**src/rtl/save_data.sv**
```systemverilog
// save_data: writes a level's brick records into consecutive RAM words
// starting at the level's base slot. Closes the list with a terminator word.
// One record is accepted per two cycles: handshake, then a one-cycle write.
module save_data #(
    parameter int          MAX_BRICKS = 32,
    parameter logic [19:0] SENTINEL   = 20'hFFFFF
) (
    input  logic        clk,
    input  logic        resetn,
    input  logic        start,
    input  logic [9:0]  selection,
    input  logic        rec_valid,
    input  logic [9:0]  rec_x,
    input  logic [9:0]  rec_y,
    input  logic        rec_last,
    output logic        rec_ready,
    output logic        wren,
    output logic [9:0]  address,
    output logic [19:0] data,
    output logic [9:0]  count,
    output logic        done,
    output logic        overflow
);

    typedef enum logic [2:0] {
        IDLE   = 3'd0,
        ACCEPT = 3'd1,
        WRITE  = 3'd2,
        TERM   = 3'd3,
        DONE   = 3'd4
    } state_t;

    // The last slot of a level is reserved for the terminator.
    localparam logic [9:0] FULL_COUNT = 10'(MAX_BRICKS - 1);

    state_t      state_r;
    logic [9:0]  base_r;
    logic        last_r;
    logic [9:0]  count_next_s;
    logic        full_s;

    // Base slot of a level; the product is deliberately truncated to the RAM width.
    function automatic logic [9:0] level_base(input logic [9:0] sel);
        logic [31:0] product;
        product = 32'(sel) * 32'(MAX_BRICKS);
        return product[9:0];
    endfunction

    // Packs a record into a RAM word.
    // A record equal to the terminator has y nudged down, so the loader never stops early.
    function automatic logic [19:0] record_word(input logic [9:0] x, input logic [9:0] y);
        logic [19:0] word;
        if ((x == 10'h3FF) && (y == 10'h3FF)) begin
            word = {x, 10'h3FE};
        end else begin
            word = {x, y};
        end
        return word;
    endfunction

    // Record count after the current write, and whether that fills the level.
    always_comb begin
        count_next_s = count + 10'd1;
        if (count_next_s == FULL_COUNT) begin
            full_s = 1'b1;
        end else begin
            full_s = 1'b0;
        end
    end

    // Session FSM; every output is a register updated here.
    always_ff @(posedge clk or negedge resetn) begin
        if (!resetn) begin
            state_r   <= IDLE;
            base_r    <= 10'd0;
            last_r    <= 1'b0;
            rec_ready <= 1'b0;
            wren      <= 1'b0;
            address   <= 10'd0;
            data      <= 20'd0;
            count     <= 10'd0;
            done      <= 1'b0;
            overflow  <= 1'b0;
        end else begin
            case (state_r)
                IDLE, DONE: begin
                    wren <= 1'b0;
                    if (start) begin
                        base_r    <= level_base(selection);
                        count     <= 10'd0;
                        done      <= 1'b0;
                        overflow  <= 1'b0;
                        last_r    <= 1'b0;
                        rec_ready <= 1'b1;
                        state_r   <= ACCEPT;
                    end else begin
                        state_r <= state_r;
                    end
                end
                ACCEPT: begin
                    if (rec_valid) begin
                        data      <= record_word(rec_x, rec_y);
                        address   <= base_r + count;
                        last_r    <= rec_last;
                        rec_ready <= 1'b0;
                        wren      <= 1'b1;
                        state_r   <= WRITE;
                    end else begin
                        rec_ready <= 1'b1;
                        wren      <= 1'b0;
                    end
                end
                WRITE: begin
                    count <= count_next_s;
                    if (last_r || full_s) begin
                        // The terminator goes in the slot right after the last record.
                        address  <= base_r + count_next_s;
                        data     <= SENTINEL;
                        overflow <= full_s && !last_r;
                        wren     <= 1'b1;
                        state_r  <= TERM;
                    end else begin
                        wren      <= 1'b0;
                        rec_ready <= 1'b1;
                        state_r   <= ACCEPT;
                    end
                end
                TERM: begin
                    wren    <= 1'b0;
                    done    <= 1'b1;
                    state_r <= DONE;
                end
                default: begin
                    rec_ready <= 1'b0;
                    wren      <= 1'b0;
                    state_r   <= IDLE;
                end
            endcase
        end
    end

endmodule

```
**config.mk**
```make
export PLATFORM = sky130hd
export DESIGN_NAME = save_data
export DESIGN_NICKNAME = d
export VERILOG_FILES = /design/src/rtl/save_data.sv
export SDC_FILE = /design/constraint.sdc
export NUM_CORES = 1
export LEC_CHECK = 0
export ABC_CLOCK_PERIOD_IN_PS = 8990
export CORE_ASPECT_RATIO = 2
export CORE_UTILIZATION = 35
export DETAILED_ROUTE_END_ITERATION = 16
export PLACE_DENSITY = 0.73
export REMOVE_ABC_BUFFERS = 1
export SLEW_MARGIN = 0
export SYNTH_ARGS = -nofsm -noshare
export SYNTH_HDL_FRONTEND = slang
export SYNTH_SLANG_ARGS = --single-unit
```
**constraint.sdc**
```tcl
create_clock -name clk -period 8.99 [get_ports clk]
set_input_delay 1.3485 -clock clk [delete_from_list [all_inputs] [get_ports clk]]
set_output_delay 1.3485 -clock clk [all_outputs]
set_load 0.01 [all_outputs]
```
* Yosys cells after proc, flatten, opt, wreduce, memory -nomap -nowiden
Index checks and enable logic that the tools add are counted.
** Cells by class
- Reduce and logical (&&, ||, !) cells :: 18
- Mux-type cells :: 27
- Add/sub/neg operators :: 3
- Bitwise gates (word level) :: 1
- Eq/ne operators :: 11
** Operators by type and width (number)
- 10-bit 2-to-1 mux :: 4
- 20-bit 2-to-1 mux :: 2
- 10-bit one-hot mux with 2 select lines :: 2
- 20-bit one-hot mux with 2 select lines :: 1
- 10-bit adder :: 2
- 10-bit equality test, second input constant :: 2
- 3-bit one-hot mux with 4 select lines :: 1
- 3-bit AND reduction :: 4
- 10-bit by 1-bit adder with 10-bit output, second input constant :: 1
- 10-bit by 5-bit equality test with 1-bit output, second input constant :: 1
- 1-bit 2-to-1 mux :: 9
- 2-bit != test, second input constant :: 4
- 1-bit one-hot mux with 2 select lines :: 4
- 2-bit AND reduction :: 4
- 2-bit nonzero test :: 4
- 3-bit by 2-bit equality test with 1-bit output, second input constant :: 2
- 3-bit 2-to-1 mux :: 2
- 1-bit one-hot mux with 4 select lines :: 1
- 3-bit by 1-bit equality test with 1-bit output, second input constant :: 1
- 3-bit equality test, second input constant :: 1
- 3-bit logical NOT :: 1
- 1-bit logical AND :: 2
- 2-bit 2-to-1 mux :: 1
- 2-bit OR reduction :: 1
- 3 further kinds :: 3
** Word-level totals
- Word-level logic and storage cells :: 70
- Input port bits :: 35
- Output and inout bits :: 44
- Register bits :: 53

* Longest topological paths before layout
- Depth in word-level cells :: 6
- Mapped depth :: 14
- Mapped depth without buffers :: 12

* Worst setup path after synthesis
No wires, ideal clock.
- Path kind :: register -> register
- Start :: reg state_r[1]
- End :: reg address[9]
- Arrival time :: 2.910 ns
- Clock period less this slack :: 3.038 ns
- Data required time :: 8.862 ns
- Library setup time :: 0.128 ns
- Path slack :: 5.952 ns
- Cell stages (with the launch flop) :: 15
- Path through :: dfrtp_1 > clkbuf_1 > nor2b_1 > nand2_1 > inv_2 > clkbuf_1 > nand2_1 > xnor2_1 > ha_1 > fa_1 > a21o_1 > a21oi_1 > xnor2_1 > xnor2_1 > mux2_1
** On the way
- Word-level cells in the longest chain between the ends :: 3
** RTL lines
- from (decl) :: line 36 : state_t state_r;
- from (signal assigned) :: line 97 : state_r <= state_r;
- 3-bit by 2-bit equality test with 1-bit output / 3-bit by 1-bit equality test with 1-bit output (equally long branches) :: line 85 : case (state_r)
- 2-bit != test (no line) / 2-bit nonzero test (equally long branches)
- 3-bit AND reduction (no line)
- to (signal assigned) :: line 103 : address <= base_r + count;
- to (signal assigned) :: line 117 : address <= base_r + count_next_s;
- to (decl) :: line 18 : output logic [9:0] address,
Several ways; a longest one is shown, not always the timed one.
A chain may end at the register's enable or synchronous reset.

* Final worst setup path
- Start :: in rec_valid
- End :: reg address[9]
** On the way
- Word-level cells in the longest chain between the ends :: 2
** RTL lines
- from (decl) :: line 12 : input logic rec_valid,
- 2-bit != test (no line)
- 3-bit AND reduction (no line)
No other way between the ends.

==> run_results.csv <==
group,metric,value,unit
outcome,status,"complete, no violations",
floorplanning,die_x,63.4,um
power,pwr-share-comb,0.390,
clock_tree,worst_skew_pair.late_latency,0.29,ns
global_route,grt.total_usage,0.165,
clock_tree,postCtsSetupBuffers,0,
worst_setup_path,startpoint_type,"input port",
power,clockPowerShare,0.224,
placed_design,place_inst,410,
detailed_routing,wl,6090,um
synthesis,synth-xor-area-share,0.0432,
power,ir_drop,0.173,mV
synthesis,yosys-mux-area-fraction,0.0717,
power,netSwitchingPower,316,uW
detailed_routing,drcViolationCount,0,
sta,tns,0,ns
sta,hold_violations,0,
sta,setup_slack,5.42,ns
global_route,overflow,0,
floorplanning,initial_core_util,0.363,
power,swShare,0.318,
floorplanning,num_rows,44,
synthesis,synth-edff-count,0,
job,drv_cap,0,
global_route,grt_antenna_before_repair,0,
synthesis,ys_ff_latch,53,
placed_design,dp_hpwl,4380,um
cells_and_area,antennaDiodeCount,0,
floorplanning,core,0.00727,mm^2
synthesis,synth_top_family_by_area,"compound AO/OA/AOI/OAI gates",
sta,layout_min_cycle_time,3.57,ns
min_path,hold_class,"reg -> reg",
synthesis,synth_cell_type_count,42,
synthesis,ys_top_cells_by_area,"dfrtp_1, nor2_1, mux2_1, a21oi_1, ha_1",
cells_and_area,final-seq-area,0.00133,mm^2
placed_design,dp_worst_setup_slack,5.08,ns
sta,report.final.slew_viol_count,0,
detailed_routing,drt-vias-per-instance,5.21,
clock_tree,cts_buffers,5,
min_path,holdPathStages,1,
sta,max-slew-margin-rel,0.295,
clock_tree,cts_buffer_depth,2,
synthesis,yosys_warnings,0,
worst_setup_path,critPathRequiredTime,9.16,ns
clock_tree,path_clk_slew,0.07,ns
worst_setup_path,ff2ff_path_depth,12,
cells_and_area,multi_input_area,0.00120,mm^2
synthesis,synth_top_area_cell,"dfrtp_1",
synthesis,yosys.area_share.simple,0.145,
synthesis,syn_area,0.00264,mm^2
clock_tree,post_cts_resize_count,0,
global_route,grt_pass1_vias,2204,
clock_tree,htreeDepth,2,
power,internal_power,677,uW
cells_and_area,fillers,702,
worst_setup_path,ff2ff_setup_slack,5.59,ns
synthesis,syn_inst,258,
synthesis,seq_area_frac_synth,0.503,
synthesis,synthFlopType,"dfrtp_1",
placed_design,routabilityCongestion,0.756,
sta,finClkSkew,0.00715,ns
sta,setup_violations,0,
cells_and_area,syn_to_final_growth,35.9,%
global_route,grt_max_degree,54,
detailed_routing,final_antenna_net_count,0,
synthesis,synthAdderAreaFrac,0.0408,
cells_and_area,final_cells,418,
placed_design,io_buffers,73,
clock_tree,clock_sinks,53,
sta,tightestPinTransition,1.05,ns
synthesis,netlist.area_leader.share,0.503,
detailed_routing,drt_iter0_markers,47,
floorplanning,die_h,125,um
power,powerDensity,277,mW/mm^2
synthesis,async_flop_share,1.00,
clock_tree,hold_buffers,0,
detailed_routing,wl_per_cell,14.6,um
synthesis,synth_compound_area_frac,0.155,
power,p_leak,1.53,nW
worst_setup_path,crit_fanout,18,
detailed_routing,firstDrtPassIters,4,
sta,rsz0062_at_grt,"false",
global_route,grt_pass1_wl,10200,um
sta,fin_crit_sh,0.398,
sta,hold_ws,0.486,ns
clock_tree,cts_tree,"built",
worst_setup_path,worstSetupPathType,"in -> reg",
clock_tree,cts_root_buf,"clkbuf_16",
worst_setup_path,worstPathArrival,3.75,ns
cells_and_area,drive_gt1_frac,0.0644,
detailed_routing,via_count,2179,
cells_and_area,final_nets,368,
worst_setup_path,cp-end-kind,"register",
power,seqPwrFrac,0.386,
floorplanning,boundaryPins,79,
floorplanning,dieArea,0.00790,mm^2
sta,max_freq,280,MHz
synthesis,syn_avg_cell_area,10.2,um^2
[cell families (layout without fill, tap and decap cells)]
group                    count (synthesis)  count (layout)
AND/OR/NAND/NOR                         81              81
AO/OA/AOI/OAI                           64              64
flip-flops                              53              53
buffers and inverters                   22              90
multiplexers                            17              17
XOR/XNOR                                13              13
adder cells (fa/ha/maj)                  8               8
[layer usage]
layer	share of wire	GRT usage
met1	0.38	0.173
met2	0.55	0.303
met3	0.035	0.0247
met4	0.035	0.0869
met5	0	0
[synth_stat cells (all sizes together) (2+ instances only)]
library cell and count:
buf 6, mux2 15, and3 2, xor2 4
o21ai 23, mux2i 2, inv 7, ha 7
nor2b 3, nand2b 2, o31a 3, o31ai 3
a31oi 3, dfrtp 53, nand3 3, a22o 2
a21oi 18, clkbuf 9, or4 2, nand4 8
a21o 2, xnor2 9, o22a 7, nor2 39
nor3 3, nand2 15
[sequential cells by signal, indices dropped and copies added, names as in the netlist]
register	count
rec_ready	1
overflow	1
data	20
state_r	3
last_r	1
done	1
count	10
address	10
wren	1
base_r	5
[worst max-delay path, stage by stage]
cell and delay, ns:
clkdlybuf4s50_1 0.53, nand2b_1 0.12, or2_1 0.42, nand2_1 0.16
o31a_1 0.77, mux2_1 0.39
[cell usage in the layout, fill, tap and decap left out, types with 2 or more instances in the layout]
cell / n
mux2_2: 6
mux2_1: 9
xor2_1: 4
o21ai_1: 13
nor2b_1: 3
o22a_1: 7
nor2_1: 39
dfrtp_1: 53
ha_1: 7
a21oi_1: 18
nand3_1: 3
a21o_1: 2
o31ai_1: 3
inv_2: 2
buf_4: 2
o21ai_0: 10
and3_1: 2
clkbuf_16: 5
nand4_1: 7
mux2i_1: 2
xnor2_1: 9
clkdlybuf4s50_1: 72
a31oi_1: 3
nand2_1: 15
nand2b_1: 2
nor3_1: 3
o31a_1: 3
inv_1: 5
a22o_1: 2
[cell type report]
class / count / area share
clock inverters: 1 / 0.00838
clock buffers: 7 / 0.0398
multi-input cells: 183 / 0.335
flip-flops and latches: 53 / 0.370
well taps: 92 / 0.0321
inverters: 7 / 0.00733
repair buffers: 75 / 0.207
[stage by stage]
stage	utilization	power (mW)	instance area [um^2]
after floorplan	-	0.576	2550
after global placement	0.469	0.769	3410
after detailed placement	0.469	0.779	3410
after CTS	0.493	1.01	3580
after global routing	0.493	1.06	3580
final	0.493	0.993	3580
[power groups by stage]
stage | sequential, mW | clock (mW) | combinational [mW]
finish | 0.383 | 0.222 | 0.387
detailed placement | 0.387 | 0 | 0.392
global placement | 0.385 | 0 | 0.384
CTS | 0.384 | 0.229 | 0.393
floorplan | 0.407 | 0 | 0.168
global route | 0.397 | 0.237 | 0.425
[final timing paths]
check | from | end
max reg2reg | state_r[1] | address[9]
min in group asynchronous | resetn | address[1]
min | address[2] | address[2]
min reg2reg | address[2] | address[2]
max | rec_valid | address[9]
max in group asynchronous | resetn | count[6]
(Power assumes the default switching activity.)
